===== config.mk =====
export PLATFORM = sky130hd
export DESIGN_NAME = brick_scan_flat
export DESIGN_NICKNAME = d
export VERILOG_FILES = /design/src/rtl/brick_scan_pkg.sv /design/src/rtl/brick_scan_if.sv /design/src/rtl/brick_addr_to_xy.sv /design/src/rtl/brick_scan.sv /design/src/flat_wrapper.sv
export SDC_FILE = /design/constraint.sdc
export NUM_CORES = 1
export LEC_CHECK = 0
export BUFFER_PORTS_ARGS = -buffer_cell sky130_fd_sc_hd__buf_2
export CAP_MARGIN = 20
export CORE_UTILIZATION = 55
export CTS_CLUSTER_SIZE = 10
export DETAILED_ROUTE_END_ITERATION = 16
export GPL_TIMING_DRIVEN = 0
export PLACE_DENSITY = 0.8
export SKIP_LAST_GASP = 1
export SYNTH_ARGS = -nofsm -noshare
export SYNTH_HDL_FRONTEND = slang
export SYNTH_SLANG_ARGS = --single-unit

===== constraint.sdc =====
create_clock -name clk -period 2.1 [get_ports clk]
set_input_delay 0.315 -clock clk [delete_from_list [all_inputs] [get_ports clk]]
set_output_delay 0.315 -clock clk [all_outputs]
set_load 0.02 [all_outputs]

===== src/rtl/brick_scan_pkg.sv =====
// brick_scan_pkg: definitions shared by the brick scan FSM, its draw interface
// and the address-to-screen converter (the level loader uses the same geometry).
//   - BRICKNUM, COLS_LOG2_DEF, BRICK_W_DEF, BRICK_H_DEF : default field geometry
//   - HEALTH_* : 2-bit brick health encoding held in brick RAM
//   - COLOUR_* : 3-bit colour codes sent to the VGA draw engine
//   - state_t  : scan FSM states (also exported on the debug port)
//   - health_colour() : health -> colour mapping
package brick_scan_pkg;

  localparam int ADDR_W   = 10;
  localparam int COORD_W  = 10;
  localparam int COLOUR_W = 3;

  localparam int                 BRICKNUM      = 64;
  localparam int                 COLS_LOG2_DEF = 4;
  localparam logic [COORD_W-1:0] BRICK_W_DEF   = 10'd20;
  localparam logic [COORD_W-1:0] BRICK_H_DEF   = 10'd8;

  localparam logic [1:0] HEALTH_DEAD = 2'd0;
  localparam logic [1:0] HEALTH_LOW  = 2'd1;
  localparam logic [1:0] HEALTH_MID  = 2'd2;
  localparam logic [1:0] HEALTH_FULL = 2'd3;

  localparam logic [COLOUR_W-1:0] COLOUR_BLACK  = 3'b000;
  localparam logic [COLOUR_W-1:0] COLOUR_GREEN  = 3'b010;
  localparam logic [COLOUR_W-1:0] COLOUR_YELLOW = 3'b110;
  localparam logic [COLOUR_W-1:0] COLOUR_RED    = 3'b100;

  typedef enum logic [2:0] {
    S_IDLE = 3'd0,
    S_READ = 3'd1,
    S_WAIT = 3'd2,
    S_DRAW = 3'd3,
    S_NEXT = 3'd4,
    S_DONE = 3'd5
  } state_t;

  function automatic logic [COLOUR_W-1:0] health_colour(input logic [1:0] health);
    logic [COLOUR_W-1:0] c;
    case (health)
      HEALTH_FULL: c = COLOUR_RED;
      HEALTH_MID:  c = COLOUR_YELLOW;
      HEALTH_LOW:  c = COLOUR_GREEN;
      default:     c = COLOUR_BLACK;
    endcase
    return c;
  endfunction

endpackage


===== src/rtl/brick_scan_if.sv =====
// brick_scan_if: brick draw request channel between the scanner and the VGA
// draw engine.
//   - draw_req : scanner asks for one brick to be drawn
//   - draw_ack : draw engine has finished the current brick
//   - x_out, y_out : brick top-left pixel position
//   - colour   : brick colour
// Handshake: draw_req rises with x_out/y_out/colour already valid and holds
// them constant until a cycle in which draw_ack=1 is sampled at a rising clk
// edge; that edge completes the transfer. An ack in the very first draw_req
// cycle is accepted. draw_ack while draw_req=0 has no meaning and is ignored.
interface brick_scan_if;
  import brick_scan_pkg::*;

  logic                draw_req;
  logic                draw_ack;
  logic [COORD_W-1:0]  x_out;
  logic [COORD_W-1:0]  y_out;
  logic [COLOUR_W-1:0] colour;

  modport master (
    output draw_req, x_out, y_out, colour,
    input  draw_ack
  );

  modport slave (
    input  draw_req, x_out, y_out, colour,
    output draw_ack
  );

endinterface


===== src/rtl/brick_addr_to_xy.sv =====
// brick_addr_to_xy: combinational brick RAM address -> screen top-left pixel.
//   - addr : brick address; column = low COLS_LOG2 bits, row = remaining bits
//   - x    : column * BRICK_W, truncated to 10 bits
//   - y    : row * BRICK_H, truncated to 10 bits
module brick_addr_to_xy
  import brick_scan_pkg::*;
#(
  parameter int                 COLS_LOG2 = COLS_LOG2_DEF,
  parameter logic [COORD_W-1:0] BRICK_W   = BRICK_W_DEF,
  parameter logic [COORD_W-1:0] BRICK_H   = BRICK_H_DEF
) (
  input  logic [ADDR_W-1:0]  addr,
  output logic [COORD_W-1:0] x,
  output logic [COORD_W-1:0] y
);

  localparam logic [ADDR_W-1:0] COL_MASK = ADDR_W'((1 << COLS_LOG2) - 1);

  logic [ADDR_W-1:0] col;
  logic [ADDR_W-1:0] row;

  assign col = addr & COL_MASK;
  assign row = addr >> COLS_LOG2;

  // Products evaluated in 10-bit context: off-screen positions wrap, no clamp.
  assign x = col * BRICK_W;
  assign y = row * BRICK_H;

endmodule


===== src/rtl/brick_scan.sv =====
// brick_scan: walks brick RAM addresses 0..BRICK_NUM-1, reads each brick's
// health, requests one draw per live brick (or per brick when DRAW_DEAD=1,
// dead ones in black) and tallies surviving bricks for level-clear detection.
//   - clk, resetn   : clock, synchronous active-low reset
//   - start         : begin a scan (only looked at while idle)
//   - rd_address    : brick RAM read address (data returns one clk later)
//   - rd_health     : brick RAM read data
//   - draw          : draw request channel (master side)
//   - busy, done    : scan in progress / 1-clk end-of-scan pulse
//   - live_count    : live bricks found by the last completed scan
//   - level_clear   : last completed scan found no live bricks
//   - state_dbg     : current FSM state
module brick_scan
  import brick_scan_pkg::*;
#(
  parameter int                 BRICK_NUM = BRICKNUM,
  parameter int                 COLS_LOG2 = COLS_LOG2_DEF,
  parameter logic [COORD_W-1:0] BRICK_W   = BRICK_W_DEF,
  parameter logic [COORD_W-1:0] BRICK_H   = BRICK_H_DEF,
  parameter int                 DRAW_DEAD = 0
) (
  input  logic              clk,
  input  logic              resetn,
  input  logic              start,
  output logic [ADDR_W-1:0] rd_address,
  input  logic [1:0]        rd_health,
  brick_scan_if.master      draw,
  output logic              busy,
  output logic              done,
  output logic [ADDR_W-1:0] live_count,
  output logic              level_clear,
  output state_t            state_dbg
);

  localparam logic [ADDR_W-1:0] LAST_ADDR = ADDR_W'(BRICK_NUM - 1);
  localparam bit                DRAW_ALL  = (DRAW_DEAD != 0);

  state_t               state_q, state_d;
  logic [ADDR_W-1:0]    addr_q;
  logic [ADDR_W-1:0]    rd_addr_q;
  logic [ADDR_W-1:0]    tally_q;
  logic [1:0]           health_q;
  logic [COORD_W-1:0]   x_q, y_q;
  logic [COLOUR_W-1:0]  colour_q;
  logic [ADDR_W-1:0]    live_q;
  logic                 clear_q;
  logic [COORD_W-1:0]   xy_x, xy_y;
  logic                 rd_live;

  brick_addr_to_xy #(
    .COLS_LOG2 (COLS_LOG2),
    .BRICK_W   (BRICK_W),
    .BRICK_H   (BRICK_H)
  ) u_xy (
    .addr (addr_q),
    .x    (xy_x),
    .y    (xy_y)
  );

  assign rd_live = (rd_health != HEALTH_DEAD);

  always_comb begin
    state_d = state_q;
    case (state_q)
      S_IDLE: if (start) state_d = S_READ;
      S_READ: state_d = S_WAIT;
      S_WAIT: state_d = (rd_live || DRAW_ALL) ? S_DRAW : S_NEXT;
      S_DRAW: if (draw.draw_ack) state_d = S_NEXT;
      S_NEXT: state_d = (addr_q == LAST_ADDR) ? S_DONE : S_READ;
      S_DONE: state_d = S_IDLE;
      default: state_d = S_IDLE;
    endcase
  end

  always_ff @(posedge clk) begin
    if (!resetn) begin
      state_q   <= S_IDLE;
      addr_q    <= '0;
      rd_addr_q <= '0;
      tally_q   <= '0;
      health_q  <= HEALTH_DEAD;
      x_q       <= '0;
      y_q       <= '0;
      colour_q  <= COLOUR_BLACK;
      live_q    <= '0;
      clear_q   <= 1'b0;
    end else begin
      state_q <= state_d;
      case (state_q)
        S_READ: rd_addr_q <= addr_q;
        S_WAIT: begin
          // Geometry is captured here so it stays frozen for the whole draw.
          health_q <= rd_health;
          x_q      <= xy_x;
          y_q      <= xy_y;
          colour_q <= health_colour(rd_health);
        end
        S_NEXT: begin
          tally_q <= tally_q + {{(ADDR_W-1){1'b0}}, (health_q != HEALTH_DEAD)};
          if (addr_q != LAST_ADDR) addr_q <= addr_q + 1'b1;
        end
        S_DONE: begin
          live_q  <= tally_q;
          clear_q <= (tally_q == '0);
          tally_q <= '0;
          addr_q  <= '0;
        end
        default: ;
      endcase
    end
  end

  // Address is presented combinationally in S_READ so data lands in S_WAIT;
  // otherwise the last presented address is held.
  assign rd_address    = (state_q == S_READ) ? addr_q : rd_addr_q;
  assign draw.draw_req = (state_q == S_DRAW);
  assign draw.x_out    = x_q;
  assign draw.y_out    = y_q;
  assign draw.colour   = colour_q;
  assign busy          = (state_q != S_IDLE);
  assign done          = (state_q == S_DONE);
  assign live_count    = live_q;
  assign level_clear   = clear_q;
  assign state_dbg     = state_q;

endmodule


===== src/flat_wrapper.sv =====
// flat-port wrapper written by rule: the top's interface ports become plain ports
module brick_scan_flat import brick_scan_pkg::*;
#(
  parameter int                 BRICK_NUM = BRICKNUM,
  parameter int                 COLS_LOG2 = COLS_LOG2_DEF,
  parameter logic [COORD_W-1:0] BRICK_W   = BRICK_W_DEF,
  parameter logic [COORD_W-1:0] BRICK_H   = BRICK_H_DEF,
  parameter int                 DRAW_DEAD = 0
)
  (clk, resetn, start, rd_address, rd_health, busy, done, live_count, level_clear, state_dbg, draw_draw_req, draw_x_out, draw_y_out, draw_colour, draw_draw_ack);
  brick_scan_if draw_i ();
  input  logic clk;
  input  logic resetn;
  input  logic start;
  output logic [ADDR_W-1:0] rd_address;
  input  logic [1:0] rd_health;
  output logic busy;
  output logic done;
  output logic [ADDR_W-1:0] live_count;
  output logic level_clear;
  output state_t state_dbg;
  output wire logic [$bits(draw_i.draw_req)-1:0] draw_draw_req;
  output wire logic [$bits(draw_i.x_out)-1:0] draw_x_out;
  output wire logic [$bits(draw_i.y_out)-1:0] draw_y_out;
  output wire logic [$bits(draw_i.colour)-1:0] draw_colour;
  input wire logic [$bits(draw_i.draw_ack)-1:0] draw_draw_ack;
  assign draw_draw_req = draw_i.draw_req;
  assign draw_x_out = draw_i.x_out;
  assign draw_y_out = draw_i.y_out;
  assign draw_colour = draw_i.colour;
  assign draw_i.draw_ack = draw_draw_ack;
  brick_scan #(.BRICK_NUM(BRICK_NUM), .COLS_LOG2(COLS_LOG2), .BRICK_W(BRICK_W), .BRICK_H(BRICK_H), .DRAW_DEAD(DRAW_DEAD)) u_core (.clk(clk), .resetn(resetn), .start(start), .rd_address(rd_address), .rd_health(rd_health), .draw(draw_i), .busy(busy), .done(done), .live_count(live_count), .level_clear(level_clear), .state_dbg(state_dbg));
endmodule

==> results of run 1 <==
-- logic make-up after synthesis --
family                     after synthesis  synth area share [%]
AOI/OAI and AO/OA                       61                 13.30
xor gates and xnor gates                 4                 1.229
adders and majority gates               12                 5.529
buffers and inverters                   38                 6.757
DFF                                     61                 42.83
muxes                                   14                 5.397
other                                    1                0.1315
and+or+nand+nor                        139                 24.84
-- critical path: cells and delay by family (launching register included) --
family,cells,cell delay (ps)
flip-flops,1,410
multiplexers,1,350
AND/OR/NAND/NOR,1,260
buffers and inverters,2,380
-- repair_timing --
action                     in CTS  in global routing
setup endpoints to repair      11                  9
pin swaps                       0                  0
cloned                          0                  1
gates resized for setup         3                  5
-- layout by cell type (no fill, tap or decap), drive strengths merged, types with 2 or more instances in the layout --
master	instances
a211oi	2
a21oi	35
a22oi	2
a311oi	2
a31oi	2
and2	13
and3	4
and4	2
buf	65
clkbuf	24
clkinv	3
conb	8
dfxtp	61
ha	11
inv	7
mux2	11
mux2i	3
nand2	59
nand3	11
nand4	9
nor2	18
nor2b	4
nor3	4
nor3b	2
nor4	3
o21ai	7
o31ai	2
or3	3
xnor2	2
xor2	2
-- power by group through the flow --
stage	clock network, mW	registers [mW]	logic (mW)
after CTS	1.09	1.18	0.192
after floorplan	0	1.21	0.132
after detailed placement	0	1.21	0.190
after global routing	1.14	1.18	0.218
after global placement	0	1.21	0.188
final	1.08	1.18	0.198
-- Yosys cell counts (2+ instances only) --
cell	number	share of area, %
o21ai_0	7	1.2
a211oi_1	2	0.53
buf_2	10	1.8
nand2_1	59	7.8
ha_1	11	4.8
mux2_2	11	4.3
or3_1	3	0.66
and3_1	4	0.88
xnor2_1	2	0.61
a21oi_1	35	6.1
buf_4	10	2.6
a311oi_1	2	0.61
nor2b_1	4	0.88
nand3_1	11	1.9
xor2_1	2	0.61
clkbuf_1	11	1.4
inv_1	6	0.79
mux2i_1	3	1.1
and2_1	13	2.9
o31ai_1	2	0.53
nor2_1	18	2.4
nand4_1	9	2.0
nor4_1	2	0.44
and4_1	2	0.61
dfxtp_1	61	43
nor3_1	3	0.53
a22oi_1	2	0.53
-- state kept, by name, summed over array words and instances (netlist names) --
| name | cells |
|---|---|
| u_core.tally_q | 10 |
| u_core.draw.x_out | 7 |
| u_core.draw.colour | 2 |
| u_core.addr_q | 10 |
| u_core.health_q | 2 |
| u_core.level_clear | 1 |
| u_core.draw.y_out | 6 |
| u_core.live_count | 10 |
| u_core.rd_addr_q | 10 |
| u_core.state_dbg | 3 |
-- path summary, 6_finish.rpt --
| check | start | endpoint | slack [ps] |
|---|---|---|---|
| setup reg to reg | u_core.health_q[1] | u_core.tally_q[8] | 320 |
| hold reg to reg | u_core.level_clear | u_core.level_clear | 450 |
| hold / removal | rd_health[0] | u_core.health_q[0] | 240 |
| setup / recovery | u_core.state_dbg[0] | rd_address[9] | 40 |
-- through the flow --
stage          utilization [%]  cells
2_1_floorplan                -    337
3_3_place_gp             65.83    450
3_5_place_dp             65.83    450
4_1_cts                  70.30    466
5_1_grt                  70.58    466
6_report                 70.58    466
-- layout make-up --
type                            count  share of cell area [%]
Buffer                             30                   4.936
Sequential cell                    61                   35.72
Inverter                            7                  0.7678
Clock buffer                       12                   4.826
Multi-Input combinational cell    238                   43.11
Clock inverter                      4                   1.316
Timing Repair Buffer               47                   6.874
Tap cell                           67                   2.450
-- layer usage --
layer	track usage [%]	wire, um
met5	0	0
met4	12.82	83
met3	3.659	360
met2	38.79	2925
met1	32.37	2811
==> results.py, run 1 <==
metrics = {
    "yosys": {
        "seq_area_frac_synth_pct": 42.83,
        "yosys_warnings": 0,
        "synth-async-reset-ratio_pct": 0,
        "netlist_area_um2": 2851,
        "synth-main-ff-cell": "dfxtp_1",
        "synth_edf_count": 0,
        "post_synth.cell_area_avg_um2": 8.641,
        "synthCells": 330,
        "synth.distinct_cells": 52,
        "ys_ff_latch": 61,
    },
    "sta": {
        "finalSetupTns_ps": 0,
        "tightest_slew_ps": 548.1,
        "slew_headroom_pct": 63.46,
        "layout_setup_ws_ps": 43.99,
        "setup-violations-final": 0,
        "fmax_mhz": 486.4,
        "timing.hold.ws_ps": 243.6,
        "layout_min_cycle_time_ps": 2056,
        "finalClockSkew_ps": 7.367,
        "hold_violations": 0,
        "finalMaxSlewViolations": 0,
        "finalCritPeriodShare_pct": 97.91,
        "rsz0062_at_grt": "false",
    },
    "placement": {
        "place.gp.congestion": 0.8412,
        "numPortBuffers": 46,
        "hpwlAfterDp_um": 4382,
        "postPlaceCellArea_um2": 3192,
        "place_ws_ps": 291.3,
    },
    "power_and_ir_drop": {
        "p_int_mw": 1.880,
        "pwr-share-seq_pct": 48.1,
        "p_total_mw": 2.458,
        "powerDensity_nw_per_um2": 718.4,
        "leakage_nw": 1.501,
        "ir_worst_vdd_v": 0.0004646,
        "power_frac_clock_pct": 43.9,
        "p_switching_mw": 0.5781,
        "swShare_pct": 23.51,
        "combPwrFrac_pct": 8.0,
    },
    "setup_path": {
        "r2r_cells": 7,
        "path_cells": "nor3b_4, buf_2, mux2_2, buf_2",
        "required_ps": 1780,
        "cp_max_fo": 9,
        "slowest_delay_ps": 410,
        "crit_top_cell": "buf_2",
        "critPathSlowestCell": "dfxtp_2",
        "worst_setup_path_start_kind": "flop",
        "worstSetupPathType": "reg -> out",
        "arrival_ps": 1740,
        "end_kind": "output port",
    },
    "drt": {
        "routed_wl_um": 6181,
        "vias": 2479,
        "drc": 0,
        "drt-initial-drc-count": 160,
        "dr.pass1.iters": 4,
        "drt-vias-per-instance": 5.320,
        "final_antenna_net_count": 0,
        "detail_route.wl_per_cell_um": 13.26,
    },
    "layout": {
        "stdcell_area_um2": 3422,
        "nFillCells": 405,
        "regArea_um2": 1222,
        "nets": 412,
        "layout-drive-gt1-share_pct": 26.32,
        "syn_to_final_growth_pct": 20.01,
        "multi_input_area_um2": 1475,
        "n_antenna_cell": 0,
    },
    "die": {
        "core_region_area_um2": 4848,
        "ios": 56,
        "placementRows": 25,
        "dieHeight_um": 74.01,
        "die_w_um": 74.01,
        "start_util_pct": 58.81,
        "die_area_um2": 5477,
    },
    "clock_network": {
        "numCtsBuffers": 9,
        "cts-root-buf": "clkbuf_8",
        "htreeDepth": 3,
        "cts.sinks": 61,
        "cts_setup_buffers": 0,
        "cts_tree": "yes",
        "cts_max_path_buffers": 2,
        "clk_latency_ps": 340,
        "clkTransAtPathRegs_ps": 60,
        "postCtsHoldBufs": 0,
    },
    "global_route": {
        "overflow": 0,
        "first_global_vias": 2198,
        "grt_pass1_wl_um": 10090,
        "track_usage_pct": 24.48,
        "antenna_found_initial": 0,
        "grt_max_degree": 11,
    },
    "worst_hold_path": {
        "min_path_type": "in -> reg",
        "holdPathStages": 3,
    },
    "status": {
        "status": "completed",
    },
    "run": {
        "maxCapViolCount": 0,
    },
}
No activity file was read; power rests on OpenSTA's default activity.
==> inputs of run 2 (changes only) <==
--- a/config.mk
+++ b/config.mk
@@ -5,13 +5,14 @@
 export SDC_FILE = /design/constraint.sdc
 export NUM_CORES = 1
 export LEC_CHECK = 0
+export ABC_AREA = 1
 export BUFFER_PORTS_ARGS = -buffer_cell sky130_fd_sc_hd__buf_2
 export CAP_MARGIN = 20
 export CORE_UTILIZATION = 55
 export CTS_CLUSTER_SIZE = 10
 export DETAILED_ROUTE_END_ITERATION = 16
 export GPL_TIMING_DRIVEN = 0
-export PLACE_DENSITY = 0.8
+export PLACE_DENSITY = 0.79
 export SKIP_LAST_GASP = 1
 export SYNTH_ARGS = -nofsm -noshare
 export SYNTH_HDL_FRONTEND = slang
==> results.py, run 2 <==
metrics = {
    "die": {
        "die_area_um2": 5600,
        "placementRows": 26,
        "start_util_pct": 57.13,
        "dieHeight_um": 74.84,
        "ios": 56,
        "die_w_um": 74.84,
        "core_region_area_um2": 5107,
    },
    "drt": {
        "detail_route.wl_per_cell_um": 12.96,
        "detail_route.wirelength.met1_um": 3097,
        "routed_wl_um": 6715,
        "final_antenna_net_count": 0,
        "drt-initial-drc-count": 235,
        "dr.pass1.iters": 5,
        "vias": 2733,
        "routed-wl-met2_um": 3146,
        "drc": 0,
        "drt-vias-per-instance": 5.276,
        "top_layer": "met4",
        "met3_length_um": 394,
    },
    "yosys": {
        "yosysMostFrequentCell": "nand2_1",
        "yosys_warnings": 0,
        "synth_edf_count": 0,
        "yosysTopAreaCell": "dfxtp_1",
        "seq_area_frac_synth_pct": 41.85,
        "synth_area_leaders": "dfxtp_1, nand2_1, a21oi_1, inv_1, o21ai_0",
        "ys_ff_latch": 61,
        "synth_top_area_share_pct": 41.85,
        "synth-main-ff-cell": "dfxtp_1",
        "ys_top_cells_by_count": "nand2_1, dfxtp_1, inv_1",
        "post_synth.cell_area_avg_um2": 7.719,
        "synthCells": 378,
        "synth-async-reset-ratio_pct": 0,
        "netlist_area_um2": 2918,
        "synth.distinct_cells": 32,
    },
    "sta": {
        "layout_min_cycle_time_ps": 1988,
        "fmax_mhz": 502.9,
        "slew_headroom_pct": 64.11,
        "setup-violations-final": 0,
        "finalCritPeriodShare_pct": 94.68,
        "rsz0062_at_grt": "true",
        "finalClockSkew_ps": 8.965,
        "tightest_slew_ps": 538.4,
        "finalMaxSlewViolations": 0,
        "hold_violations": 0,
        "timing.hold.ws_ps": 288.7,
        "finalSetupTns_ps": 0,
    },
    "power_and_ir_drop": {
        "combPwrFrac_pct": 25.9,
        "powerDensity_nw_per_um2": 988.2,
        "leakage_nw": 1.616,
        "p_switching_mw": 1.096,
        "p_int_mw": 2.379,
        "ir_worst_vdd_v": 0.0005969,
        "swShare_pct": 31.55,
        "p_total_mw": 3.476,
        "pwr-share-seq_pct": 38.2,
        "power_frac_clock_pct": 35.9,
    },
    "clock_network": {
        "cts_max_path_buffers": 2,
        "cts_setup_buffers": 0,
        "clk_latency_ps": 340,
        "cts-root-buf": "clkbuf_8",
        "cts.sinks": 61,
        "htreeDepth": 3,
        "cts_tree": "yes",
        "numCtsBuffers": 9,
        "clkTransAtPathRegs_ps": 60,
    },
    "placement": {
        "dp_cells": 502,
        "numPortBuffers": 47,
        "hpwlAfterDp_um": 4735,
        "place.gp.congestion": 0.9043,
    },
    "layout": {
        "final_common_cell": "nand2_1",
        "layout-drive-gt1-share_pct": 26.12,
        "n_antenna_cell": 0,
        "nets": 461,
        "final_cell_mix": "nand2_1, dfxtp_1, buf_2",
        "finalCoreUtilization_pct": 68.86,
        "instances_no_fill": 518,
        "syn_to_final_growth_pct": 20.54,
    },
    "setup_path": {
        "required_ps": 1780,
        "end_kind": "output port",
        "cp_max_fo": 10,
        "arrival_ps": 1670,
        "worst_setup_path_start_kind": "flop",
        "worstSetupPathType": "reg -> out",
    },
    "status": {
        "status": "completed",
    },
    "global_route": {
        "overflow": 0,
        "grt_pass1_wl_um": 10950,
        "antenna_found_initial": 0,
        "first_global_vias": 2381,
        "track_usage_pct": 26.28,
        "grt_max_degree": 11,
    },
    "worst_hold_path": {
        "min_path_type": "in -> reg",
    },
    "run": {
        "maxCapViolCount": 0,
    },
}
==> run 2: cells by family after synthesis <==
kind of cell | count (synthesis) | synth area share [%]
xor gates and xnor gates | 2 | 0.6005
AOI/OAI and AO/OA | 91 | 18.83
adders and majority gates | 12 | 5.403
other | 1 | 0.1285
buffers and inverters | 76 | 12.18
and+or+nand+nor | 135 | 21.01
DFF | 61 | 41.85
==> run 2: layout make-up <==
type                       instances  area, um2
sequential                        61       1225
clock inverter                     3      65.06
timing repair buffer              47      235.2
tap                               70      87.58
inverter                          55      206.4
clock buffer                      13      178.9
fill                             422       1590
buffer                            21      151.4
multi-input combinational        248       1368
==> run 2: metrics by stage <==
step,instance area (um2),setup WS (ps)
after floorplan,2944,384.4
after global placement,3267,412.3
after detailed placement,3267,406.7
after CTS,3511,30.80
after global routing,3517,-23.46
final,3517,111.7
==> run 2: worst max-delay path, stage by stage (launching register included) <==
cell and delay, ps:
dfxtp_2 380, inv_2 80, nand3_2 90, inv_2 50, clkbuf_4 170, buf_2 190
a21oi_1 190, buf_2 190
==> run 2: final timing paths <==
check                       from                    to  slack, ps  cells past startpoint
min                draw_draw_ack   u_core.state_dbg[0]        290                      4
max reg2reg     u_core.addr_q[2]  u_core.draw.x_out[7]        490                      6
max          u_core.state_dbg[2]         rd_address[9]        110                      7
min reg2reg   u_core.level_clear    u_core.level_clear        450                      2
==> run 2: metal layers <==
metal / vias to the layer above / global-route usage [%]
met1: 1281 / 36.16
met2: 95 / 40.74
met5: - / 0
li1: 1346 / -
met4: 0 / 10.06
met3: 11 / 5.355
==> run 2: power by group through the flow <==
stage	logic [mW]	registers, mW	clock network (mW)
final	0.899	1.33	1.25
after global routing	0.989	1.34	1.31
after CTS	0.896	1.32	1.26
after detailed placement	0.889	1.35	0
after global placement	0.873	1.35	0
after floorplan	0.578	1.41	0
==> run 2: timing repair <==
action	in CTS	in global routing
gates resized for setup	0	4
hold buffers	0	0
setup endpoints to repair	0	10
==> inputs of run 3 (changes only) <==
--- a/config.mk
+++ b/config.mk
@@ -6,13 +6,15 @@
 export NUM_CORES = 1
 export LEC_CHECK = 0
 export ABC_AREA = 1
-export BUFFER_PORTS_ARGS = -buffer_cell sky130_fd_sc_hd__buf_2
 export CAP_MARGIN = 20
-export CORE_UTILIZATION = 55
+export CELL_PAD_IN_SITES_DETAIL_PLACEMENT = 0
+export CELL_PAD_IN_SITES_GLOBAL_PLACEMENT = 1
+export CORE_UTILIZATION = 45
 export CTS_CLUSTER_SIZE = 10
 export DETAILED_ROUTE_END_ITERATION = 16
+export DONT_BUFFER_PORTS = 1
 export GPL_TIMING_DRIVEN = 0
-export PLACE_DENSITY = 0.79
+export PLACE_DENSITY_LB_ADDON = 0.1
 export SKIP_LAST_GASP = 1
 export SYNTH_ARGS = -nofsm -noshare
 export SYNTH_HDL_FRONTEND = slang
==> results.py, run 3 (same netlist as run 2, synthesis figures left out) <==
metrics = {
    "status": {
        "status": "completed",
    },
    "power_and_ir_drop": {
        "leakage_nw": 1.351,
        "ir_worst_vdd_v": 0.0006808,
        "powerDensity_nw_per_um2": 959.9,
    },
    "drt": {
        "drt-vias-per-instance": 5.105,
        "drt-initial-drc-count": 120,
        "detail_route.wl_per_cell_um": 14.22,
        "dr.pass1.iters": 4,
        "vias": 2420,
        "routed_wl_um": 6738,
        "drc": 0,
        "final_antenna_net_count": 0,
    },
    "sta": {
        "finalMaxSlewViolations": 0,
        "setup-violations-final": 0,
        "layout_min_cycle_time_ps": 1895,
        "tightest_slew_ps": 551.5,
        "slew_headroom_pct": 63.23,
        "fmax_mhz": 527.7,
        "finalCritPeriodShare_pct": 90.23,
        "layout_setup_ws_ps": 205.1,
        "rsz0062_at_grt": "false",
        "finalClockSkew_ps": 4.947,
        "hold_violations": 0,
    },
    "setup_path": {
        "r2r_cells": 6,
        "rrSetupSlack_ps": 490,
        "worstSetupPathType": "reg -> out",
        "critPathSlowestCell": "dfxtp_2",
        "worst_setup_path_start_kind": "flop",
        "r2r-end": "u_core.draw.x_out[7]",
        "cp_max_fo": 12,
        "end_kind": "output port",
        "r2r_start": "u_core.addr_q[2]",
        "crit_top_cell": "inv_2",
        "slowest_delay_ps": 440,
        "arrival_ps": 1580,
        "required_ps": 1780,
        "path_cells": "inv_2, nand3_2, inv_2, or2_2, inv_1, a21oi_4",
    },
    "layout": {
        "layout-drive-gt1-share_pct": 19.05,
        "nets": 413,
        "syn_to_final_growth_pct": 14.24,
        "n_antenna_cell": 0,
        "final_common_cell": "nand2_1",
        "finalCoreUtilization_pct": 54.68,
        "final_cell_mix": "nand2_1, dfxtp_1, inv_1",
    },
    "global_route": {
        "antenna_found_initial": 0,
        "first_global_vias": 2099,
        "grt_max_degree": 11,
        "track_usage_pct": 21.20,
        "grt_pass1_wl_um": 10440,
        "overflow": 0,
    },
    "die": {
        "ios": 56,
        "core_region_area_um2": 6096,
        "die_area_um2": 6810,
        "placementRows": 28,
        "die_w_um": 82.53,
        "start_util_pct": 47.87,
        "dieHeight_um": 82.53,
    },
    "placement": {
        "place.gp.congestion": 0.8050,
        "hpwlAfterDp_um": 4765,
        "place_ws_ps": 133.6,
        "numPortBuffers": 0,
    },
    "worst_hold_path": {
        "hold_end": "u_core.addr_q[0]",
        "holdPathStages": 2,
        "min_path_type": "in -> reg",
        "hp-start": "resetn",
    },
    "clock_network": {
        "postCtsHoldBufs": 0,
        "cts-root-buf": "clkbuf_8",
        "htreeDepth": 3,
        "numCtsBuffers": 9,
        "clkTransAtPathRegs_ps": 60,
        "cts_max_path_buffers": 2,
        "cts_setup_buffers": 0,
        "clk_latency_ps": 340,
        "cts_tree": "yes",
        "cts.sinks": 61,
    },
    "run": {
        "maxCapViolCount": 0,
    },
}
[run 3: cell count changes in the layout (fill, tap and decap cells not counted)]
cell | before | now
a21oi_1 | 42 | 32
a21oi_4 | 0 | 10
buf_2 | 51 | 3
buf_6 | 3 | 4
bufinv_16 | 2 | 0
clkbuf_1 | 1 | 3
clkbuf_4 | 1 | 0
clkbuf_8 | 13 | 12
[run 3: layer usage]
metal / vias up / routed length [um] / global-route usage (%) / share of wire [%]
li1: 1254 / - / - / -
met1: 1103 / 3365 / 29.98 / 50
met2: 52 / 2870 / 30.08 / 43
met3: 11 / 389 / 5.385 / 5.8
met4: 0 / 113 / 9.310 / 1.7
met5: - / 0 / 0 / 0
[run 3: power by group]
part	leakage, nW	total, mW	switching (mW)	internal [mW]
logic	0.762	0.827	0.561	0.266
clock network	0.0926	0.964	0.445	0.518
registers	0.496	1.41	0.136	1.27
[run 3: final cells by class]
class,instances,area [um2]
Inverter,55,206.4
Clock inverter,1,5.005
Fill cell,589,2763
Buffer,20,150.1
Multi-Input combinational cell,248,1480
Clock buffer,14,172.7
Sequential cell,61,1225
Tap cell,75,93.84
[run 3: critical path: cells and delay by family, from the launching register on]
| family | cells | cell delay [ps] |
|---|---|---|
| flip-flops | 1 | 440 |
| AND/OR/NAND/NOR | 2 | 390 |
| buffers and inverters | 3 | 350 |
| AO/OA/AOI/OAI | 1 | 70 |
[run 3: metrics by stage]
step                      area, um2  TNS (ps)  instances  hold slack [ps]  total power [mW]
after floorplan                2944         0        385            429.1             1.992
after global placement         3038         0        460            442.5             2.109
after detailed placement       3038         0        460            449.4             2.121
after CTS                      3257    -6.534        475            178.2             3.133
after global routing           3333         0        474            200.3             3.364
final                          3333         0        474            182.6             3.200
[run 3: worst max path at each step]
stage	from	to	slack, ps	cells after the start
6_report	u_core.state_dbg[2]	rd_address[0]	210	6
5_1_grt	u_core.state_dbg[2]	rd_address[1]	100	6
4_1_cts	u_core.state_dbg[2]	rd_address[0]	-7	6
3_5_place_dp	u_core.state_dbg[2]	rd_address[0]	130	6
3_3_place_gp	u_core.state_dbg[2]	rd_address[0]	140	6
2_1_floorplan	u_core.state_dbg[1]	rd_address[0]	380	6
[run 3: what timing repair did]
| action | in CTS | in global routing |
|---|---|---|
| cloned | 0 | 0 |
| gates resized for setup | 13 | 13 |
| pin swaps | 0 | 0 |
| setup endpoints to repair | 10 | 10 |
